<file path="src/rtl/alu_pkg.sv">
// Shared definitions for the ALU command sequencer: opcodes, FSM states, op classification.
// Latency: n/a (package).
// Backpressure: n/a (package).
package alu_pkg;

  localparam logic [3:0] OP_ADD  = 4'd0;
  localparam logic [3:0] OP_SUB  = 4'd1;
  localparam logic [3:0] OP_MUL  = 4'd2;
  localparam logic [3:0] OP_DIV  = 4'd3;
  localparam logic [3:0] OP_AND  = 4'd4;
  localparam logic [3:0] OP_OR   = 4'd5;
  localparam logic [3:0] OP_XOR  = 4'd6;
  localparam logic [3:0] OP_NAND = 4'd7;
  localparam logic [3:0] OP_NOR  = 4'd8;
  localparam logic [3:0] OP_XNOR = 4'd9;
  localparam logic [3:0] OP_SHL  = 4'd10;
  localparam logic [3:0] OP_SHR  = 4'd11;
  localparam logic [3:0] OP_ROL  = 4'd12;
  localparam logic [3:0] OP_ROR  = 4'd13;

  // One FIFO entry is {op, a, b}.
  localparam int CMD_W = 4 + 16 + 16;

  typedef enum logic [2:0] {
    ST_IDLE,
    ST_WAKE,
    ST_ISSUE,
    ST_WAIT_FIX,
    ST_WAIT_VALID,
    ST_RESP
  } seq_state_t;

  // MUL/DIV report completion through alu_valid; everything else is fixed latency.
  function automatic logic is_multicycle(input logic [3:0] op);
    return (op == OP_MUL) || (op == OP_DIV);
  endfunction

endpackage

</file>
<file path="src/rtl/alu_cmd_fifo.sv">
// Synchronous command FIFO, DEPTH x WIDTH, registered full/empty flags, async active-high reset.
// Latency: a push is visible at the head (empty=0) the cycle after it is written.
// Backpressure: pushes while full and pops while empty are ignored.
// Ports: clk, rst; push/wdata write side; pop/rdata read side (rdata = current head); full, empty.
module alu_cmd_fifo #(
  parameter int DEPTH = 4,
  parameter int WIDTH = 36
) (
  input  logic             clk,
  input  logic             rst,
  input  logic             push,
  input  logic [WIDTH-1:0] wdata,
  input  logic             pop,
  output logic [WIDTH-1:0] rdata,
  output logic             full,
  output logic             empty
);

  localparam int AW = $clog2(DEPTH);
  localparam int CW = AW + 1;

  logic [WIDTH-1:0] mem [DEPTH];
  logic [AW-1:0]    wptr;
  logic [AW-1:0]    rptr;
  logic [CW-1:0]    count;
  logic [CW-1:0]    count_nxt;
  logic             do_push;
  logic             do_pop;

  assign do_push = push && !full;
  assign do_pop  = pop && !empty;
  assign rdata   = mem[rptr];

  always_comb begin
    count_nxt = count + CW'(do_push) - CW'(do_pop);
  end

  always_ff @(posedge clk or posedge rst) begin
    if (rst) begin
      wptr  <= '0;
      rptr  <= '0;
      count <= '0;
      full  <= 1'b0;
      empty <= 1'b1;
    end else begin
      if (do_push) wptr <= wptr + AW'(1);
      if (do_pop)  rptr <= rptr + AW'(1);
      count <= count_nxt;
      // Flags are computed from the next count so they are plain flops.
      full  <= (count_nxt == CW'(DEPTH));
      empty <= (count_nxt == '0);
    end
  end

  // Storage needs no reset: the pointers define what is valid.
  always_ff @(posedge clk) begin
    if (do_push) mem[wptr] <= wdata;
  end

endmodule

</file>
<file path="src/rtl/alu_cmd_sequencer.sv">
// Issues buffered ALU commands one at a time (start pulse, then fixed wait or alu_valid wait) and returns results.
// Latency: non-MUL/DIV result FIX_LAT+1 cycles after alu_start; MUL/DIV on alu_valid or TIMEOUT abort; +1 WAKE cycle when gated.
// Backpressure: cmd_ready low while the FIFO is full; a response is held stable until rsp_ready, stalling further issue.
// Ports: cmd_* command stream in, rsp_* result stream out, busy status, alu_* ALU interface (en/start/op/a/b out, z/valid in).
module alu_cmd_sequencer
  import alu_pkg::*;
#(
  parameter int DEPTH      = 4,
  parameter int FIX_LAT    = 2,
  parameter int TIMEOUT    = 64,
  parameter int GATE_DELAY = 4
) (
  input  logic        clk,
  input  logic        rst,
  input  logic        cmd_valid,
  output logic        cmd_ready,
  input  logic [3:0]  cmd_op,
  input  logic [15:0] cmd_a,
  input  logic [15:0] cmd_b,
  output logic        rsp_valid,
  input  logic        rsp_ready,
  output logic [3:0]  rsp_op,
  output logic [15:0] rsp_z_low,
  output logic [15:0] rsp_z_high,
  output logic        rsp_timeout,
  output logic        busy,
  output logic        alu_en,
  output logic        alu_start,
  output logic [3:0]  alu_op,
  output logic [15:0] alu_a,
  output logic [15:0] alu_b,
  input  logic [15:0] alu_z_low,
  input  logic [15:0] alu_z_high,
  input  logic        alu_valid
);

  localparam int FW = $clog2(FIX_LAT + 1);
  localparam int TW = $clog2(TIMEOUT + 1);
  localparam int GW = $clog2(GATE_DELAY + 1);

  seq_state_t       state;
  logic [FW-1:0]    fix_cnt;
  logic [TW-1:0]    to_cnt;
  logic [GW-1:0]    gate_cnt;

  logic             fifo_full;
  logic             fifo_empty;
  logic             fifo_push;
  logic             fifo_pop;
  logic [CMD_W-1:0] fifo_head;
  logic [3:0]       head_op;
  logic [15:0]      head_a;
  logic [15:0]      head_b;
  logic             issue_next;

  // full is a flop inside the FIFO, so cmd_ready is registered.
  assign cmd_ready = !fifo_full;
  assign fifo_push = cmd_valid && cmd_ready;
  assign fifo_pop  = (state == ST_ISSUE);
  assign {head_op, head_a, head_b} = fifo_head;
  assign busy      = (state != ST_IDLE) || !fifo_empty;

  // The head is latched onto the ALU bus on entry to ISSUE, so alu_start is
  // high during the ISSUE cycle itself, the same cycle the head is popped.
  assign issue_next = ((state == ST_IDLE) && !fifo_empty && alu_en) ||
                      (state == ST_WAKE) ||
                      ((state == ST_RESP) && rsp_ready && !fifo_empty);

  alu_cmd_fifo #(
    .DEPTH (DEPTH),
    .WIDTH (CMD_W)
  ) u_fifo (
    .clk   (clk),
    .rst   (rst),
    .push  (fifo_push),
    .wdata ({cmd_op, cmd_a, cmd_b}),
    .pop   (fifo_pop),
    .rdata (fifo_head),
    .full  (fifo_full),
    .empty (fifo_empty)
  );

  always_ff @(posedge clk or posedge rst) begin
    if (rst) begin
      state       <= ST_IDLE;
      fix_cnt     <= '0;
      to_cnt      <= '0;
      gate_cnt    <= '0;
      alu_en      <= 1'b1;
      alu_start   <= 1'b0;
      alu_op      <= '0;
      alu_a       <= '0;
      alu_b       <= '0;
      rsp_valid   <= 1'b0;
      rsp_op      <= '0;
      rsp_z_low   <= '0;
      rsp_z_high  <= '0;
      rsp_timeout <= 1'b0;
    end else begin
      alu_start <= 1'b0;

      case (state)
        ST_IDLE: begin
          if (!fifo_empty) begin
            gate_cnt <= '0;
            if (!alu_en) begin
              alu_en <= 1'b1;
              state  <= ST_WAKE;
            end else begin
              state  <= ST_ISSUE;
            end
          end else if (alu_en) begin
            if (gate_cnt == GW'(GATE_DELAY - 1)) begin
              alu_en   <= 1'b0;
              gate_cnt <= '0;
            end else begin
              gate_cnt <= gate_cnt + GW'(1);
            end
          end
        end

        ST_WAKE: state <= ST_ISSUE;

        ST_ISSUE: begin
          fix_cnt <= '0;
          to_cnt  <= '0;
          state   <= is_multicycle(alu_op) ? ST_WAIT_VALID : ST_WAIT_FIX;
        end

        ST_WAIT_FIX: begin
          if (fix_cnt == FW'(FIX_LAT - 1)) begin
            rsp_op      <= alu_op;
            rsp_z_low   <= alu_z_low;
            rsp_z_high  <= alu_z_high;
            rsp_timeout <= 1'b0;
            rsp_valid   <= 1'b1;
            state       <= ST_RESP;
          end else begin
            fix_cnt <= fix_cnt + FW'(1);
          end
        end

        ST_WAIT_VALID: begin
          if (alu_valid) begin
            rsp_op      <= alu_op;
            rsp_z_low   <= alu_z_low;
            rsp_z_high  <= alu_z_high;
            rsp_timeout <= 1'b0;
            rsp_valid   <= 1'b1;
            state       <= ST_RESP;
          end else if (to_cnt == TW'(TIMEOUT - 1)) begin
            rsp_op      <= alu_op;
            rsp_z_low   <= '0;
            rsp_z_high  <= '0;
            rsp_timeout <= 1'b1;
            rsp_valid   <= 1'b1;
            state       <= ST_RESP;
          end else if (to_cnt != TW'(TIMEOUT)) begin
            to_cnt <= to_cnt + TW'(1);
          end
        end

        ST_RESP: begin
          if (rsp_ready) begin
            rsp_valid <= 1'b0;
            state     <= fifo_empty ? ST_IDLE : ST_ISSUE;
          end
        end

        default: state <= ST_IDLE;
      endcase

      if (issue_next) begin
        alu_op    <= head_op;
        alu_a     <= head_a;
        alu_b     <= head_b;
        alu_start <= 1'b1;
      end
    end
  end

endmodule

</file>
<file path="config.mk">
export PLATFORM = sky130hd
export DESIGN_NAME = alu_cmd_sequencer
export DESIGN_NICKNAME = d
export VERILOG_FILES = /design/src/rtl/alu_pkg.sv /design/src/rtl/alu_cmd_fifo.sv /design/src/rtl/alu_cmd_sequencer.sv
export SDC_FILE = /design/constraint.sdc
export NUM_CORES = 1
export LEC_CHECK = 0
export ABC_AREA = 1
export BUFFER_PORTS_ARGS = -buffer_cell sky130_fd_sc_hd__buf_2
export CORE_UTILIZATION = 51
export CTS_BUF_LIST = sky130_fd_sc_hd__clkbuf_4
export DETAILED_ROUTE_END_ITERATION = 6
export HOLD_SLACK_MARGIN = 0.15
export PLACE_DENSITY = 0.77
export SETUP_SLACK_MARGIN = 0.15
export SLEW_MARGIN = 10
export SYNTH_ARGS = -nofsm -noshare
export SYNTH_HDL_FRONTEND = slang
export SYNTH_SLANG_ARGS = --single-unit
</file>
<file path="constraint.sdc">
create_clock -name clk -period 3.6 [get_ports clk]
set_clock_uncertainty 0.2 [all_clocks]
set_input_delay 0.18 -clock clk [delete_from_list [all_inputs] [get_ports clk]]
set_output_delay 0.18 -clock clk [all_outputs]
set_load 0.03 [all_outputs]
</file>
Word level (Yosys, flattened, before mapping)
Memory sizes are Yosys's and may differ from the RTL's. A register that Yosys moved wholly into a read port is not among the register bits.
Cells that the tools add are included.
Storage, ports and cells
  flip-flop bits (word level): 64
  bits in writable memories: 144
  output and inout port bits: 78
  logic and storage cells: 114
  memories kept: 1
Cells by class
  $add $sub $neg: 7
  equal/unequal tests: 21
  muxes and demuxes: 43
  reduce and logical (&&, ||, !) cells: 26
Memory list
  u_fifo.mem: words 4, width 36, read ports 1, clocked after memory_dff 1, wr ports 1, RTL line alu_cmd_fifo.sv:22  | logic [WIDTH-1:0] mem [DEPTH];
Operator list (number)
  two-way mux 16 bit: 5
  case mux 16 bit (2 select lines): 2
  two-way mux 3 bit: 9
  two-way mux 7 bit: 3
  case mux 3 bit (6 select lines): 1
  inequality test 2 bit (second input constant): 8
  case mux 7 bit (2 select lines): 1
  two-way mux 1 bit: 12
  two-way mux 4 bit: 3
  AND reduction 4 bit: 3
  equality test 3 x 2 -> 1 bit (second input constant): 3
  equality test 3 bit (second input constant): 3
  equality test 4 x 2 -> 1 bit (second input constant): 2
  case mux 4 bit (2 select lines): 1
  adder 7 x 1 -> 7 bit (second input constant): 1
  equality test 7 x 6 -> 1 bit (second input constant): 1
  logical AND 1 bit: 7
  inequality test 7 bit (second input constant): 1
  adder 2 x 1 -> 2 bit (second input constant): 3
  logical NOT 3 bit: 2
  two-way mux 2 bit: 3
  nonzero test 2 bit: 3
  nonzero test 3 bit: 2
  logical OR 1 bit: 4
  12 further kinds: 14

Depth between registers and ports, before layout
  depth after elaboration: 6
  depth in mapped cells: 12
  gate-level depth less buffers: 12

Hierarchy
Synthesis repeated with hierarchy kept, for this count alone.
Unflattened totals
  cells, all modules: 946
  area total of the unflattened synthesis: 10294.9 um^2
Modules (own cells, without submodules)
  alu_cmd_fifo: instances 1, cells an instance 478, area an instance 6183.4 um^2
  alu_cmd_sequencer: instances 1, cells an instance 468, area an instance 4111.4 um^2

Least setup slack after synthesis
No wires, ideal clock.
  kind: reg-to-reg
  start: reg u_fifo.full
  end: mem u_fifo.mem[0][0] (enable)
  library setup time: 429 ps
  arrival time: 2301 ps
  path slack: 670 ps
  stages on the path, launching flop included: 4
  buffers on the path: 0
  clock period less this slack: 2930 ps
  cells stage by stage: dfrtp_1 > inv_1 > nand2_1 > nor2_1
Between the ends
  cells in the longest elaborated chain, start to end: 5
RTL lines
  start, declared: RTL line alu_cmd_fifo.sv:15  | output logic full,
  start signal, assigned: RTL line alu_cmd_fifo.sv:50  | full <= (count_nxt == CW'(DEPTH));
  logical NOT 1 bit (*): RTL line alu_cmd_sequencer.sv:57  | assign cmd_ready = !fifo_full;
  via cmd_ready: RTL line alu_cmd_sequencer.sv:16  | output logic cmd_ready,
  logical AND 1 bit: RTL line alu_cmd_sequencer.sv:58  | assign fifo_push = cmd_valid && cmd_ready;
  logical AND 1 bit (*): RTL line alu_cmd_fifo.sv:30  | assign do_push = push && !full;
  two-way mux 1 bit (*): RTL line alu_cmd_fifo.sv:57  | if (do_push) mem[wptr] <= wdata;
  two-way mux 1 bit (not written as such) (*): RTL line alu_cmd_fifo.sv:57
  end, declared: RTL line alu_cmd_fifo.sv:22
The timed path passes the listed nets; every way through them passes the cells marked *.

Worst setup path in the final report
  start: reg state[0]
  end: reg rsp_z_high[15]
Between the ends
  cells in the longest elaborated chain, start to end: 3
  elaborated cells between the ends (all ways): 7
  those cells by class: eq/ne: 4; mux: 1; reduce/logical: 2
RTL lines
  start, declared: RTL line alu_cmd_sequencer.sv:41  | seq_state_t state;
  start signal, assigned: RTL line alu_cmd_sequencer.sv:127  | state <= is_multicycle(alu_op) ? ST_WAIT_VALID : ST_WAIT_FIX;
  start signal, assigned: RTL line alu_cmd_sequencer.sv:166  | state <= fifo_empty ? ST_IDLE : ST_ISSUE;
  equality test 3 bit / equality test 3 x 2 -> 1 bit (equally long branches): RTL line alu_cmd_sequencer.sv:102  | case (state)
  inequality test 3 bit (no source line) (tied with other cells)
  AND reduction 3 bit (no source line)
  end signal, assigned: RTL line alu_cmd_sequencer.sv:134  | rsp_z_high <= alu_z_high;
  end signal, assigned: RTL line alu_cmd_sequencer.sv:147  | rsp_z_high <= alu_z_high;
  end, declared: RTL line alu_cmd_sequencer.sv:24  | output logic [15:0] rsp_z_high,
Parallel ways exist; a longest one is shown, timed or not.
A chain may end at the register's enable or synchronous reset.

==> impl_summary.md <==
Run status
The run finished with clean final reports.

Floorplanning
For this configuration, the core starts out at a cell density of 0.520. The die footprint is 0.0203 sq mm. The placeable core region is 0.0194 sq mm. The number of I/O pins is approximately 150. The die width is roughly 140 microns.

The floorplan step set the die height to between 100 and 150 microns. The number of rows in the core area is a little over 50.

GRT
The total overflow left after global routing is 0. The via count of the first global-routing pass was about 8000. The initial antenna violation count was 3. The first global-routing pass estimated about 39 mm of wire. The maximum number of pins on one net before global-route repair is 74. The combined global-route utilization of all metal layers is 0.252.

Logic synthesis
The number of library cell types mapped by synthesis is 33. The count of yosys warnings during synthesis is 0. The number of synthesized register bits is around 240.

The gate count of the mapped netlist is around 900. The post-synthesis net count is about 1000. Of the synthesized area, sequential elements account for 0.677.

The mean instance size in the synthesized netlist is 11.2 sq um. Summing every instance area after synthesis gives between 0.01 and 0.015 sq mm.

Setup path
The type of the worst setup path is reg -> reg. The terminus of the critical flop-to-flop path is rsp_z_high[15]. The critical path data arrival time is approximately 3.4 ns. The worst setup path is launched from a flip-flop. The slowest cell on the critical path is sky130_fd_sc_hd__dlygate4sd3_1. The cell repeated most along the worst path is sky130_fd_sc_hd__nor2_4. The data required time of the worst path is around 4 ns.

The number of buffers and inverters on the critical path is 2. Counting cells, the worst reg-to-reg path comes to 8. For flop-to-flop paths, the worst setup slack is about 0.65 ns.

The cell family with the largest share of critical-path delay is buffers and inverters. The largest fanout on the critical path is 34. The highest cell delay on the worst timing path is between 0.6 and 0.7 ns. STA classifies the critical path endpoint as a flip-flop. Walking the worst path, the cells encountered are nor2_4 > nand3b_4 > buf_4 > nor2_4 > nor2_8 > nand3_2 > dlygate4sd3_1 > nand2_1.

The startpoint identified for the worst register-to-register timing path is state[0].

Pwr
Dividing total power by cell area gives a power density of roughly 840 mW/mm^2. In this run the static leakage power is roughly 0.006 uW. The largest voltage drop on the vdd net is just over 0.5 mV.

Placed design
The final weighted congestion in routability-driven placement is a little over 0.8. The number of buffers added on ports is 150. Detailed placement ended at an HPWL of 12.9 mm.

Clocking
TritonCTS created 60 clock buffers. The number of sinks on the clock net is about 240. The later pin in the worst-skew pair is clocked with a latency of 0.72 ns. The clock tree from TritonCTS is done. The clock passes through at most 3 buffers.

In this run the post-CTS setup repair buffer count came out at 0. The H-tree was split into 2 levels. The clock transition at the register clock pins on the worst setup and hold paths after CTS is around 0.070 ns. Clock tree synthesis selected as its root buffer the cell sky130_fd_sc_hd__clkbuf_4.

Detailed routing
The first routing iteration left 459 violations. In the final routed layout, each cell accounts on average for between 15 and 20 microns. The number of optimization iterations in the first detailed-route pass is 5. The sum of routed wire length over all layers is 25.4 mm. The via count is 7963. The number of remaining DRC errors is 0. In the routed layout, each cell is associated on average with a via count of just over 5. The final antenna-violating net count is 0.

Min path
The worst min-delay path startpoint is rsp_z_high[14]. The path class of the tightest hold or removal check is reg -> reg. The worst hold path stage count is 2.

The capture endpoint of the worst hold path is rsp_z_high[14].

STA
In the final timing run, aggregate negative setup slack is 0 ns. The worst hold slack across all endpoints is roughly 0.28 ns. At the pin with the least slew margin, the transition time is between 1 and 1.5 ns. Static timing analysis puts the maximum clock frequency at between 0.3 and 0.4 GHz. The max-slew violation count was 0. The minimum clock period after layout is roughly 2.9 ns. The worst relative slew slack is 0.287.

Setup repair after global routing left no endpoint under its margin. The final period utilization is 0.819. The setup violation total in the final timing report is 0. The final number of hold-violating endpoints is 0.

Job
Max-cap violations in this run came to 0.

Layout
The layout net count is about 1300. The share of final-layout standard cells stronger than drive strength 1 is 0.243. The area overhead of the layout relative to synthesis is 34.6%.
synth_stat cells:
cell type | n | area share
sky130_fd_sc_hd__nand3_1 | 58 | 0.029
sky130_fd_sc_hd__nor2_4 | 3 | 0.0033
sky130_fd_sc_hd__a21oi_1 | 4 | 0.0020
sky130_fd_sc_hd__and2_1 | 1 | 0.00062
sky130_fd_sc_hd__nand2_1 | 181 | 0.067
sky130_fd_sc_hd__nor2_1 | 132 | 0.049
sky130_fd_sc_hd__nor2_2 | 1 | 0.00062
sky130_fd_sc_hd__o21ai_2 | 1 | 0.00087
sky130_fd_sc_hd__clkbuf_1 | 15 | 0.0056
sky130_fd_sc_hd__nor3_1 | 2 | 0.00099
sky130_fd_sc_hd__buf_4 | 9 | 0.0067
sky130_fd_sc_hd__o21ai_0 | 105 | 0.052
sky130_fd_sc_hd__nand2_2 | 4 | 0.0025
sky130_fd_sc_hd__dfstp_2 | 2 | 0.0052
sky130_fd_sc_hd__buf_12 | 3 | 0.0060
sky130_fd_sc_hd__nand3_2 | 31 | 0.031
sky130_fd_sc_hd__nand2_4 | 6 | 0.0067
sky130_fd_sc_hd__fa_1 | 1 | 0.0020
sky130_fd_sc_hd__nand3b_1 | 2 | 0.0015
sky130_fd_sc_hd__o21bai_1 | 2 | 0.0015
sky130_fd_sc_hd__inv_1 | 36 | 0.013
sky130_fd_sc_hd__xnor2_1 | 2 | 0.0017
sky130_fd_sc_hd__buf_1 | 7 | 0.0026
sky130_fd_sc_hd__ha_1 | 10 | 0.012
sky130_fd_sc_hd__nand3b_4 | 1 | 0.0020
sky130_fd_sc_hd__or2_2 | 1 | 0.00062
sky130_fd_sc_hd__edfxtp_1 | 144 | 0.43
sky130_fd_sc_hd__nor2_8 | 1 | 0.0020
sky130_fd_sc_hd__xor2_1 | 5 | 0.0043
sky130_fd_sc_hd__inv_2 | 2 | 0.00074
sky130_fd_sc_hd__o21ai_1 | 17 | 0.0084
sky130_fd_sc_hd__dfrtp_1 | 98 | 0.24
sky130_fd_sc_hd__buf_2 | 12 | 0.0060
metrics by stage:
| stage | power (uW) | instance area [sq um] | cells | worst slack [ns] | util |
|---|---|---|---|---|---|
| final | 11400 | 13600 | 1568 | 0.652 | 0.700 |
| after global routing | 12100 | 13600 | 1568 | 0.510 | 0.700 |
| after CTS | 11200 | 13600 | 1566 | 0.709 | 0.700 |
| after detailed placement | 8650 | 11000 | 1279 | 0.797 | 0.569 |
| after global placement | 8520 | 11000 | 1279 | 0.853 | 0.569 |
| after floorplan | 7510 | 10100 | 899 | 0.605 | - |
report_power, final:
part	internal [uW]	switching [uW]	leakage, uW
logic	1490	3310	0.00281
clock network	1180	1120	0.000468
registers	3830	429	0.00256
total	6500	4860	0.00584
state kept, by name (all words and copies together), names as in the netlist:
signal and count:
u_fifo.rptr 2, alu_op 4, rsp_z_high 16, rsp_timeout 1, alu_a 16, gate_cnt 3
rsp_op 4, u_fifo.full 1, alu_en 1, u_fifo.empty 1, alu_start 1, alu_b 16
u_fifo.count 3, u_fifo.mem 144, fix_cnt 2, state 3, to_cnt 7, u_fifo.wptr 2
rsp_z_low 16, rsp_valid 1
worst min-delay path: cells and delay by family, from the launching register on:
family / cells / cell delay [ns]
and+or+nand+nor: 2 / 0.11
DFF: 1 / 0.34
timing repair:
item | CTS | global route
hold buffers | 175 | 0
setup endpoints to repair | 0 | 0
hold endpoints to repair | 317 | 0
gates resized for setup | 0 | 0
worst max-delay path by stage:
stage	from	end	slack, ns	cells past startpoint
global placement	state[2]	u_fifo.full	0.85	11
finish	state[0]	rsp_z_high[15]	0.65	8
global route	state[0]	rsp_z_high[15]	0.51	8
floorplan	rst	alu_a[0]	0.60	1
CTS	state[0]	rsp_z_low[2]	0.71	8
detailed placement	state[2]	u_fifo.full	0.80	11
final cells by class:
type / count / area, sq um
sequential: 244 / 6830
fill: 1292 / 5820
multi-input combinational: 571 / 2880
timing repair buffer: 336 / 2600
clock buffer: 85 / 638
tap: 265 / 332
clock inverter: 27 / 150
inverter: 38 / 145
antenna: 2 / 5.00
per-layer routing:
| metal | GRT usage | share of wire |
|---|---|---|
| met4 | 0.121 | 0.026 |
| met2 | 0.436 | 0.50 |
| met5 | 0 | 0.00051 |
| met1 | 0.293 | 0.39 |
| met3 | 0.0624 | 0.082 |
layout by cell type (no fill, tap or decap), types with 2 or more instances in the layout:
master	n
sky130_fd_sc_hd__a21oi_1	4
sky130_fd_sc_hd__buf_2	150
sky130_fd_sc_hd__buf_4	10
sky130_fd_sc_hd__clkbuf_4	85
sky130_fd_sc_hd__clkinv_1	17
sky130_fd_sc_hd__clkinv_2	6
sky130_fd_sc_hd__dfrtp_1	96
sky130_fd_sc_hd__dfrtp_2	2
sky130_fd_sc_hd__dfstp_2	2
sky130_fd_sc_hd__diode_2	2
sky130_fd_sc_hd__dlygate4sd3_1	175
sky130_fd_sc_hd__edfxtp_1	144
sky130_fd_sc_hd__ha_1	10
sky130_fd_sc_hd__inv_1	35
sky130_fd_sc_hd__inv_2	2
sky130_fd_sc_hd__inv_6	2
sky130_fd_sc_hd__nand2_1	181
sky130_fd_sc_hd__nand2_2	4
sky130_fd_sc_hd__nand2_4	6
sky130_fd_sc_hd__nand3_1	58
sky130_fd_sc_hd__nand3_2	31
sky130_fd_sc_hd__nand3b_1	2
sky130_fd_sc_hd__nor2_1	128
sky130_fd_sc_hd__nor2_4	7
sky130_fd_sc_hd__nor3_1	2
sky130_fd_sc_hd__o21ai_0	105
sky130_fd_sc_hd__o21ai_1	17
sky130_fd_sc_hd__o21bai_1	2
sky130_fd_sc_hd__xnor2_1	2
sky130_fd_sc_hd__xor2_1	5
cells by family after synthesis:
family                   after synthesis  synth area share
AO/OA/AOI/OAI                        129            0.0649
XOR/XNOR                               7           0.00608
adder cells (fa/ha/maj)               11            0.0144
buffers and inverters                 84            0.0409
flip-flops                           244             0.677
AND/OR/NAND/NOR                      424             0.197
Power figures use the tool's default switching activity.
